[src/rtl/sha_msg_sched_if.sv]
// Bundles the sha_msg_sched load request, message block and window outputs.
// Optional macro SHA_SCHED_WIN_IDX_EN adds the win_idx window-index signal.
interface sha_msg_sched_if #(
   parameter int DELAY  = 8,
   parameter int WORD_S = 32
);
   logic                      en;
   logic [16*WORD_S-1:0]      M;
   logic [DELAY*WORD_S-1:0]   W;
   logic                      en_next;
   logic                      busy;
`ifdef SHA_SCHED_WIN_IDX_EN
   logic [5:0]                win_idx;
`endif

   // Block source: issues load requests, consumes windows.
   modport master (
      output en,
      output M,
      input  W,
      input  en_next,
      input  busy
`ifdef SHA_SCHED_WIN_IDX_EN
      , input win_idx
`endif
   );

   // Schedule generator side.
   modport slave (
      input  en,
      input  M,
      output W,
      output en_next,
      output busy
`ifdef SHA_SCHED_WIN_IDX_EN
      , output win_idx
`endif
   );
endinterface

[src/rtl/sha_msg_sched.sv]
// SHA-256 message-schedule generator: expands one 512-bit block into W[0..63],
// one word per clock, and releases the words in windows of DELAY words, each
// announced by a one-cycle en_next pulse.
// Optional macro SHA_SCHED_WIN_IDX_EN adds win_idx (first word index of W).
module sha_msg_sched #(
   parameter int DELAY  = 8,
   parameter int WORD_S = 32
) (
   input  logic           clk,
   input  logic           reset,
   sha_msg_sched_if.slave bus
);

   // Slot index of the last word in a window; DELAY is a power of two.
   localparam logic [5:0] SLOT_LAST = 6'(DELAY - 1);
   localparam logic [5:0] T_LAST    = 6'd63;
   localparam logic [5:0] T_MSG     = 6'd16;

   function automatic logic [WORD_S-1:0] rotr(input logic [WORD_S-1:0] x, input int n);
      return (x >> n) | (x << (WORD_S - n));
   endfunction

   function automatic logic [WORD_S-1:0] sig0(input logic [WORD_S-1:0] x);
      return rotr(x, 7) ^ rotr(x, 18) ^ (x >> 3);
   endfunction

   function automatic logic [WORD_S-1:0] sig1(input logic [WORD_S-1:0] x);
      return rotr(x, 17) ^ rotr(x, 19) ^ (x >> 10);
   endfunction

   // hist_q[0] is the oldest word (W[t-16] once expanding), hist_q[15] the newest.
   logic [WORD_S-1:0]       hist_q [16];
   logic [WORD_S-1:0]       hist_d [16];
   logic [WORD_S-1:0]       fill_q [DELAY];
   logic [WORD_S-1:0]       fill_d [DELAY];
   logic [DELAY*WORD_S-1:0] w_q, w_d;
   logic [5:0]              t_q, t_d;
   logic                    busy_q, busy_d;
   logic                    en_next_q, en_next_d;
   logic [WORD_S-1:0]       new_word;
   logic [5:0]              slot;
`ifdef SHA_SCHED_WIN_IDX_EN
   logic [5:0]              win_idx_q, win_idx_d;
`endif

   // Next-state: block load when idle, otherwise one schedule word per cycle.
   always_comb begin
      hist_d    = hist_q;
      fill_d    = fill_q;
      w_d       = w_q;
      t_d       = t_q;
      busy_d    = busy_q;
      en_next_d = 1'b0;
`ifdef SHA_SCHED_WIN_IDX_EN
      win_idx_d = win_idx_q;
`endif
      slot      = t_q & SLOT_LAST;
      // The first 16 words come straight out of the history (which then holds
      // them in order); later words use the expansion recurrence.
      if (t_q < T_MSG) begin
         new_word = hist_q[0];
      end else begin
         new_word = sig1(hist_q[14]) + hist_q[9] + sig0(hist_q[1]) + hist_q[0];
      end

      if (busy_q) begin
         for (int i = 0; i < 15; i++) begin
            hist_d[i] = hist_q[i+1];
         end
         hist_d[15] = new_word;

         for (int i = 0; i < DELAY; i++) begin
            if (slot == 6'(i)) begin
               fill_d[i] = new_word;
            end
         end

         // Window complete: publish the fill buffer including the word just made.
         if (slot == SLOT_LAST) begin
            for (int i = 0; i < DELAY; i++) begin
               w_d[i*WORD_S +: WORD_S] = fill_d[i];
            end
            en_next_d = 1'b1;
`ifdef SHA_SCHED_WIN_IDX_EN
            win_idx_d = t_q & ~SLOT_LAST;
`endif
         end

         // The counter parks at 63; only a new load brings it back to 0.
         if (t_q == T_LAST) begin
            busy_d = 1'b0;
         end else begin
            t_d = t_q + 6'd1;
         end
      end else if (bus.en) begin
         for (int i = 0; i < 16; i++) begin
            hist_d[i] = bus.M[(15-i)*WORD_S +: WORD_S];
         end
         t_d    = 6'd0;
         busy_d = 1'b1;
      end
   end

   // State registers; asynchronous reset aborts any block in flight.
   always_ff @(posedge clk or negedge reset) begin
      if (!reset) begin
         hist_q    <= '{default: '0};
         fill_q    <= '{default: '0};
         w_q       <= '0;
         t_q       <= '0;
         busy_q    <= 1'b0;
         en_next_q <= 1'b0;
`ifdef SHA_SCHED_WIN_IDX_EN
         win_idx_q <= '0;
`endif
      end else begin
         hist_q    <= hist_d;
         fill_q    <= fill_d;
         w_q       <= w_d;
         t_q       <= t_d;
         busy_q    <= busy_d;
         en_next_q <= en_next_d;
`ifdef SHA_SCHED_WIN_IDX_EN
         win_idx_q <= win_idx_d;
`endif
      end
   end

   assign bus.W       = w_q;
   assign bus.en_next = en_next_q;
   assign bus.busy    = busy_q;
`ifdef SHA_SCHED_WIN_IDX_EN
   assign bus.win_idx = win_idx_q;
`endif

endmodule

[src/flat_wrapper.sv]
// flat-port wrapper written by rule: the top's interface ports become plain ports
module sha_msg_sched_flat 
#(
   parameter int DELAY  = 8,
   parameter int WORD_S = 32
)
  (clk, reset, bus_en, bus_M, bus_W, bus_en_next, bus_busy);
  sha_msg_sched_if #(.DELAY(DELAY), .WORD_S(WORD_S)) bus_i ();
  input  logic clk;
  input  logic reset;
  input wire logic [$bits(bus_i.en)-1:0] bus_en;
  input wire logic [$bits(bus_i.M)-1:0] bus_M;
  output wire logic [$bits(bus_i.W)-1:0] bus_W;
  output wire logic [$bits(bus_i.en_next)-1:0] bus_en_next;
  output wire logic [$bits(bus_i.busy)-1:0] bus_busy;
  assign bus_i.en = bus_en;
  assign bus_i.M = bus_M;
  assign bus_W = bus_i.W;
  assign bus_en_next = bus_i.en_next;
  assign bus_busy = bus_i.busy;
  sha_msg_sched #(.DELAY(DELAY), .WORD_S(WORD_S)) u_core (.clk(clk), .reset(reset), .bus(bus_i));
endmodule
[config.mk]
export PLATFORM = sky130hd
export DESIGN_NAME = sha_msg_sched_flat
export DESIGN_NICKNAME = d
export VERILOG_FILES = /design/src/rtl/sha_msg_sched_if.sv /design/src/rtl/sha_msg_sched.sv /design/src/flat_wrapper.sv
export SDC_FILE = /design/constraint.sdc
export NUM_CORES = 2
export LEC_CHECK = 0
export BUFFER_PORTS_ARGS = -buffer_cell sky130_fd_sc_hd__buf_2
export CORE_ASPECT_RATIO = 0.7
export CORE_MARGIN = 2
export CORE_UTILIZATION = 40
export DETAILED_ROUTE_END_ITERATION = 10
export PLACE_DENSITY = 0.65
export SLEW_MARGIN = 25
export SYNTH_ARGS = -nofsm -noshare
export SYNTH_HDL_FRONTEND = slang
export SYNTH_SLANG_ARGS = --single-unit
export TNS_END_PERCENT = 50
[constraint.sdc]
create_clock -name clk -period 4 [get_ports clk]
set_input_delay 0.4 -clock clk [delete_from_list [all_inputs] [get_ports clk]]
set_output_delay 0.4 -clock clk [all_outputs]
set_load 0.05 [all_outputs]
## Word level (Yosys, flattened, before mapping)

Index checks and enable logic that the tools add are counted.

| cells by class | value |
|---|---|
| add/subtract/negate cells | 4 |
| multiply operators | 0 |
| divide/modulo/power cells | 0 |
| magnitude comparators | 1 |
| equal/unequal tests | 9 |
| shift operators | 0 |
| muxes and demuxes | 19 |
| bitwise operators | 8 |
| reduce and logical (&&, ||, !) cells | 4 |

Operators with widths:

| operator | count |
|---|---|
| 512-bit 2-to-1 mux | 2 |
| 32-bit 2-to-1 mux | 9 |
| 32-bit adder | 3 |
| 32-bit XOR | 2 |
| 13-bit by 32-bit OR with 32-bit output | 1 |
| 14-bit by 32-bit OR with 32-bit output | 1 |
| 15-bit by 32-bit OR with 32-bit output | 1 |
| 25-bit by 32-bit OR with 32-bit output | 1 |
| 32-bit by 22-bit XOR with 32-bit output | 1 |
| 32-bit by 29-bit XOR with 32-bit output | 1 |
| 6-bit 2-to-1 mux | 3 |
| 3-bit equality test (second input constant) | 4 |
| 6-bit by 1-bit adder with 6-bit output (second input constant) | 1 |
| 3-bit by 2-bit equality test with 1-bit output (second input constant) | 2 |
| 6-bit equality test (second input constant) | 1 |
| 6-bit logical NOT | 1 |
| 6-bit by 5-bit less-than comparator with 1-bit output (second input constant) | 1 |
| 1-bit 2-to-1 mux | 5 |
| 2-bit AND reduction | 2 |
| 3-bit by 1-bit equality test with 1-bit output (second input constant) | 1 |
| 2-bit != test (second input constant) | 1 |
| 2-bit nonzero test | 1 |

| storage, ports and cells | value |
|---|---|
| register bits | 1,032 |
| bits in latches | 0 |
| bits in writable memories | 0 |
| bits in read-only memories | 0 |
| bits of input ports | 515 |
| output and inout bits | 258 |
| word-level logic and storage cells | 73 |
| memories kept | 0 |

## Longest topological paths before layout

| logic depth | value |
|---|---|
| depth after elaboration | 8 |
| mapped depth | 20 |
| depth with buffers taken out | 17 |

## Least setup slack after synthesis

OpenSTA, ideal clock, no wires.

| timing | value |
|---|---|
| path type | reg2reg |
| start point | reg u_core.hist_q[456] (netlist bit) |
| end point | reg u_core.hist_q[29] (netlist bit) |
| setup time | 0.134 ns |
| arrival | 4.264 ns |
| data required time | 3.866 ns |
| slack | -0.399 ns |
| cell stages (with the launch flop) | 20 |
| buffers on the path | 2 |
| clock period less this slack | 4.399 ns |
| cells stage by stage | dfrtp_1 > clkbuf_1 > xnor2_1 > xnor2_1 > fa_1 > inv_1 > fa_1 > inv_1 > ha_1 > inv_1 > fa_1 > nand2b_1 > a21o_1 > a311oi_4 > a21oi_4 > o21a_1 > or4_4 > nand3_4 > buf_12 > a21oi_2 |

| between the ends | value |
|---|---|
| longest elaborated chain between the ends | 7 |
| elaborated cells on any way between the ends | 8 |
| classes of those cells | 2 x add/sub; 2 x mux; 4 x bitwise |

RTL lines:

| what | line | source |
|---|---|---|
| from (decl) | sha_msg_sched.sv:32 | `logic [WORD_S-1:0] hist_q [16];` |
| from (signal assigned) | sha_msg_sched.sv:117 | `hist_q <= hist_d;` |
| 25-bit by 32-bit OR with 32-bit output / 14-bit by 32-bit OR with 32-bit output (equally long branches) | sha_msg_sched.sv:20 | `return (x >> n) \| (x << (WORD_S - n));` |
| 32-bit XOR | sha_msg_sched.sv:24 | `return rotr(x, 7) ^ rotr(x, 18) ^ (x >> 3);` |
| 32-bit by 29-bit XOR with 32-bit output * | sha_msg_sched.sv:24 |  |
| 32-bit adder * (2 in a row) | sha_msg_sched.sv:63 | `new_word = sig1(hist_q[14]) + hist_q[9] + sig0(hist_q[1]) + hist_q[0];` |
| 32-bit 2-to-1 mux * | sha_msg_sched.sv:60 | `if (t_q < T_MSG) begin` |
| 512-bit 2-to-1 mux * | sha_msg_sched.sv:66 | `if (busy_q) begin` |

Every way passes the cells marked *; elsewhere a longest branch is shown, timed or not.
A chain may end at the register's enable or synchronous reset.

## Worst setup path after layout

| timing | value |
|---|---|
| start point | reg u_core.hist_q[456] (netlist bit) |
| end point | reg u_core.w_q[221] (netlist: u_core.bus.W[221]) |

| between the ends | value |
|---|---|
| longest elaborated chain between the ends | 7 |
| elaborated cells on any way between the ends | 8 |
| classes of those cells | 2 x add/sub; 2 x mux; 4 x bitwise |

RTL lines:

| what | line | source |
|---|---|---|
| 25-bit by 32-bit OR with 32-bit output / 14-bit by 32-bit OR with 32-bit output (equally long branches) | sha_msg_sched.sv:20 |  |
| 32-bit XOR | sha_msg_sched.sv:24 |  |
| 32-bit by 29-bit XOR with 32-bit output * | sha_msg_sched.sv:24 |  |
| 32-bit adder * (2 in a row) | sha_msg_sched.sv:63 |  |
| 32-bit 2-to-1 mux * | sha_msg_sched.sv:60 |  |
| 32-bit 2-to-1 mux * | sha_msg_sched.sv:73 | `if (slot == 6'(i)) begin` |
| to (signal assigned) | sha_msg_sched.sv:119 | `w_q <= w_d;` |
| to (decl) | sha_msg_sched.sv:36 | `logic [DELAY*WORD_S-1:0] w_q, w_d;` |

Marks and branches as above.

==> reports/results.ini <==
[outcome]
outcome=finished, violations left
violations=setup timing

[timing]
max_freq_mhz=217.3
finClkSkew_ns=0.04942
tightest_slew_ns=1.237
hold_viol_final=0
post-route-min-period_ns=4.601
holdWs_ns=0.04780
setup_violations=388
rsz0062_at_grt=yes
fin_ws_ns=-0.6013
max-slew-margin-rel=0.1734
slew_viol_final=0
post-route-period-util=1.150

[drt]
first_pass_iters=6
vias=42870
drc=0
drt_wl_total_um=188600
wl_per_cell_um=23.80
vias_per_cell=5.410
drt_iter0_markers=4105
ant_nets=0

[synth]
ys_seq_elements=1000
synth_fa_ha_area_frac=0.03562
synth_top_family_by_area=compound AO/OA/AOI/OAI gates
yosys-top-cells-count=dfrtp_1 (1000), nand2_1 (881), o21ai_0 (833)
synth-async-reset-ratio=1.000
synth_edf_count=0
synth_compound_area_frac=0.1657
ys_warn_count=0
ys_types=78
synthMuxAreaShare=0.1041
post-synth-top-count-cell=dfrtp_1
synth_xor_area_frac=0.02505
synth_nets=5483
synth.top_cell.area_share=0.5231
synth_area_um2=47840
ys.flop_type=dfrtp_1
syn_avg_cell_area_um2=9.826
synth.largest_area_cell=dfrtp_1
synth_area_leaders=dfrtp_1 (52%), mux2i_1 (10%), o21ai_0 (8.7%)
synth_simple_gate_area_frac=0.1003
netlist_instances=4869
ys_seq_area_frac=0.5231

[worst_setup_path]
cp.required_ns=4.58
arrival_ns=5.18
cp_slowest_stage_delay_ns=0.43
cp-end-kind=flop
r2r_slack_ns=-0.60
worstSetupStartpointType=flop
slowest_stage=or4_4
critPathMaxFanout=12
cp_cell_sequence=xnor2_2 > xnor2_1 > buf_4 > fa_1 > inv_1 > fa_1 > inv_1 > ha_2 > inv_2 > fa_2 > nand2b_4 > a21o_4 > a311oi_4 > a21oi_4 > o21a_4 > or4_4 > nand3_4 > buf_12 > o21ai_1
crit_type=reg -> reg

[clock_tree]
cts_buffer_depth=3
numCtsBuffers=102
path_clk_slew_ns=0.07
h-tree-depth=3
cts.sinks=1000
cts_tree=yes
root_buffer=clkbuf_16
worstSkewPairLatency_ns=0.71

[die]
dieArea_um2=122400
die_w_um=417.4
start_util=0.4021
coreArea_um2=119000
ios=773
die_h_um=293.3
num_rows=106

[placed_design]
gp_congestion=0.9142
io_buffers=772
dp.cells=7198
hpwl_um=131300

[grt]
grt-ovfl-total=0
grt_first_pass_wirelength_um=273500
grt_usage=0.2988
grt_antenna_before_repair=49
grt_pass1_vias=41930
grt_max_degree=250

[finish]
drive_gt1_frac=0.2667
syn_to_final_growth_pct=37.41
fin_nets=6855
final_cell_count_no_fill=7925
fillers=10350

[hold_path]
min_path_type=in -> reg

[job]
cap_violations=0

-- metrics by stage --
stage                     instance area, um2  TNS (ns)  setup slack [ns]  utilization
after detailed placement               55630   -132.28           -0.6807       0.4676
after CTS                              64440   -112.77           -0.5692       0.5416
after floorplan                        47920    -8.665           -0.1884            -
final                                  65740   -126.44           -0.6013       0.5526
after global routing                   65730   -195.06           -0.7503       0.5525
after global placement                 55630   -128.96           -0.6791       0.4676
-- worst paths after layout --
check,depth (start not counted),to,from
worst max-delay path,19,u_core.bus.W[221]$_DFFE_PN0P_,u_core.hist_q[456]$_DFFE_PN0P_
worst min-delay path,3,u_core.hist_q[19]$_DFFE_PN0P_,bus_M[19]
worst max register to register,19,u_core.bus.W[221]$_DFFE_PN0P_,u_core.hist_q[456]$_DFFE_PN0P_
worst min register to register,2,u_core.bus.W[65]$_DFFE_PN0P_,u_core.bus.W[65]$_DFFE_PN0P_
max in group asynchronous,3,u_core.hist_q[74]$_DFFE_PN0P_,reset
min in group asynchronous,2,u_core.hist_q[359]$_DFFE_PN0P_,reset
-- critical path, delay by kind of cell, from the launching register on --
kind / cells / cell delay, ns
buf+inv: 5 / 0.52
simple gates: 3 / 0.70
flops: 1 / 0.41
compound gates: 5 / 1.08
xor+xnor: 2 / 0.40
fa+ha+maj: 4 / 1.34
-- area by class of cell --
class / count / area (um2) / area share
Antenna cell: 37 / 92.59 / 0.001408
Clock buffer: 143 / 2877 / 0.04376
Multi-Input combinational cell: 3318 / 22220 / 0.3381
Clock inverter: 42 / 462.9 / 0.007042
Timing Repair Buffer: 1666 / 12510 / 0.1903
Tap cell: 1566 / 1959 / 0.02981
Sequential cell: 1000 / 25040 / 0.3808
Inverter: 153 / 576.8 / 0.008774
-- registers in the layout, summed over array words and instances (netlist names) --
| name | cells |
|---|---|
| u_core.bus.busy | 1 |
| u_core.fill_q | 224 |
| u_core.bus.W | 256 |
| u_core.hist_q | 512 |
| u_core.t_q | 6 |
| u_core.bus.en_next | 1 |
-- timing repair --
| item | CTS | global route |
|---|---|---|
| cloned | 6 | 5 |
| setup buffers | 22 | 20 |
| gates resized for setup | 176 | 254 |
| endpoints found under the hold margin | 527 | 0 |
| hold buffers | 457 | 0 |
| pin swaps | 81 | 94 |
| endpoints found under the setup margin | 393 | 422 |
-- per-layer routing --
layer	track usage	vias up	share of wire
li1	-	19440	-
met1	0.4260	21350	0.44
met5	0	-	0.00056
met3	0.06174	408	0.069
met2	0.4477	1652	0.45
met4	0.1127	18	0.041
-- kinds of logic (layout without fill, tap and decap cells) --
kind of cell               count (synthesis)  count (layout)
other                                      0              37
muxes                                    495             495
buffers and inverters                    554            2004
DFF                                     1000            1000
AOI/OAI and AO/OA                       1407            1408
xor gates and xnor gates                 136             136
and+or+nand+nor                         1178            1180
adders and majority gates                 99              99
-- layout by cell type (no fill, tap or decap), types with 11 or more instances in the layout --
cell and instances:
a31oi_1 32, nor2_1 142, dfrtp_1 992, nor2b_1 35, buf_6 37, buf_4 347, dlygate4sd3_1 457, a211oi_1 48
clkbuf_1 24, o21ai_1 98, buf_12 43, o21ai_0 739, a21oi_1 155, ha_1 23, clkbuf_16 105, o22ai_1 37
nand2_1 864, o21ai_2 77, clkbuf_8 17, fa_1 61, xor2_1 19, ha_4 11, inv_1 147, xnor2_2 23
a21oi_2 49, a21o_1 40, nor3b_1 11, xnor2_1 85, a22oi_1 48, nand3_1 19, nand2_2 12, clkinv_2 19
mux2i_1 485, diode_2 37, buf_2 771
Power is not shown: default switching activity piles up to over one toggle a cycle in this logic, so the estimate is an artifact.
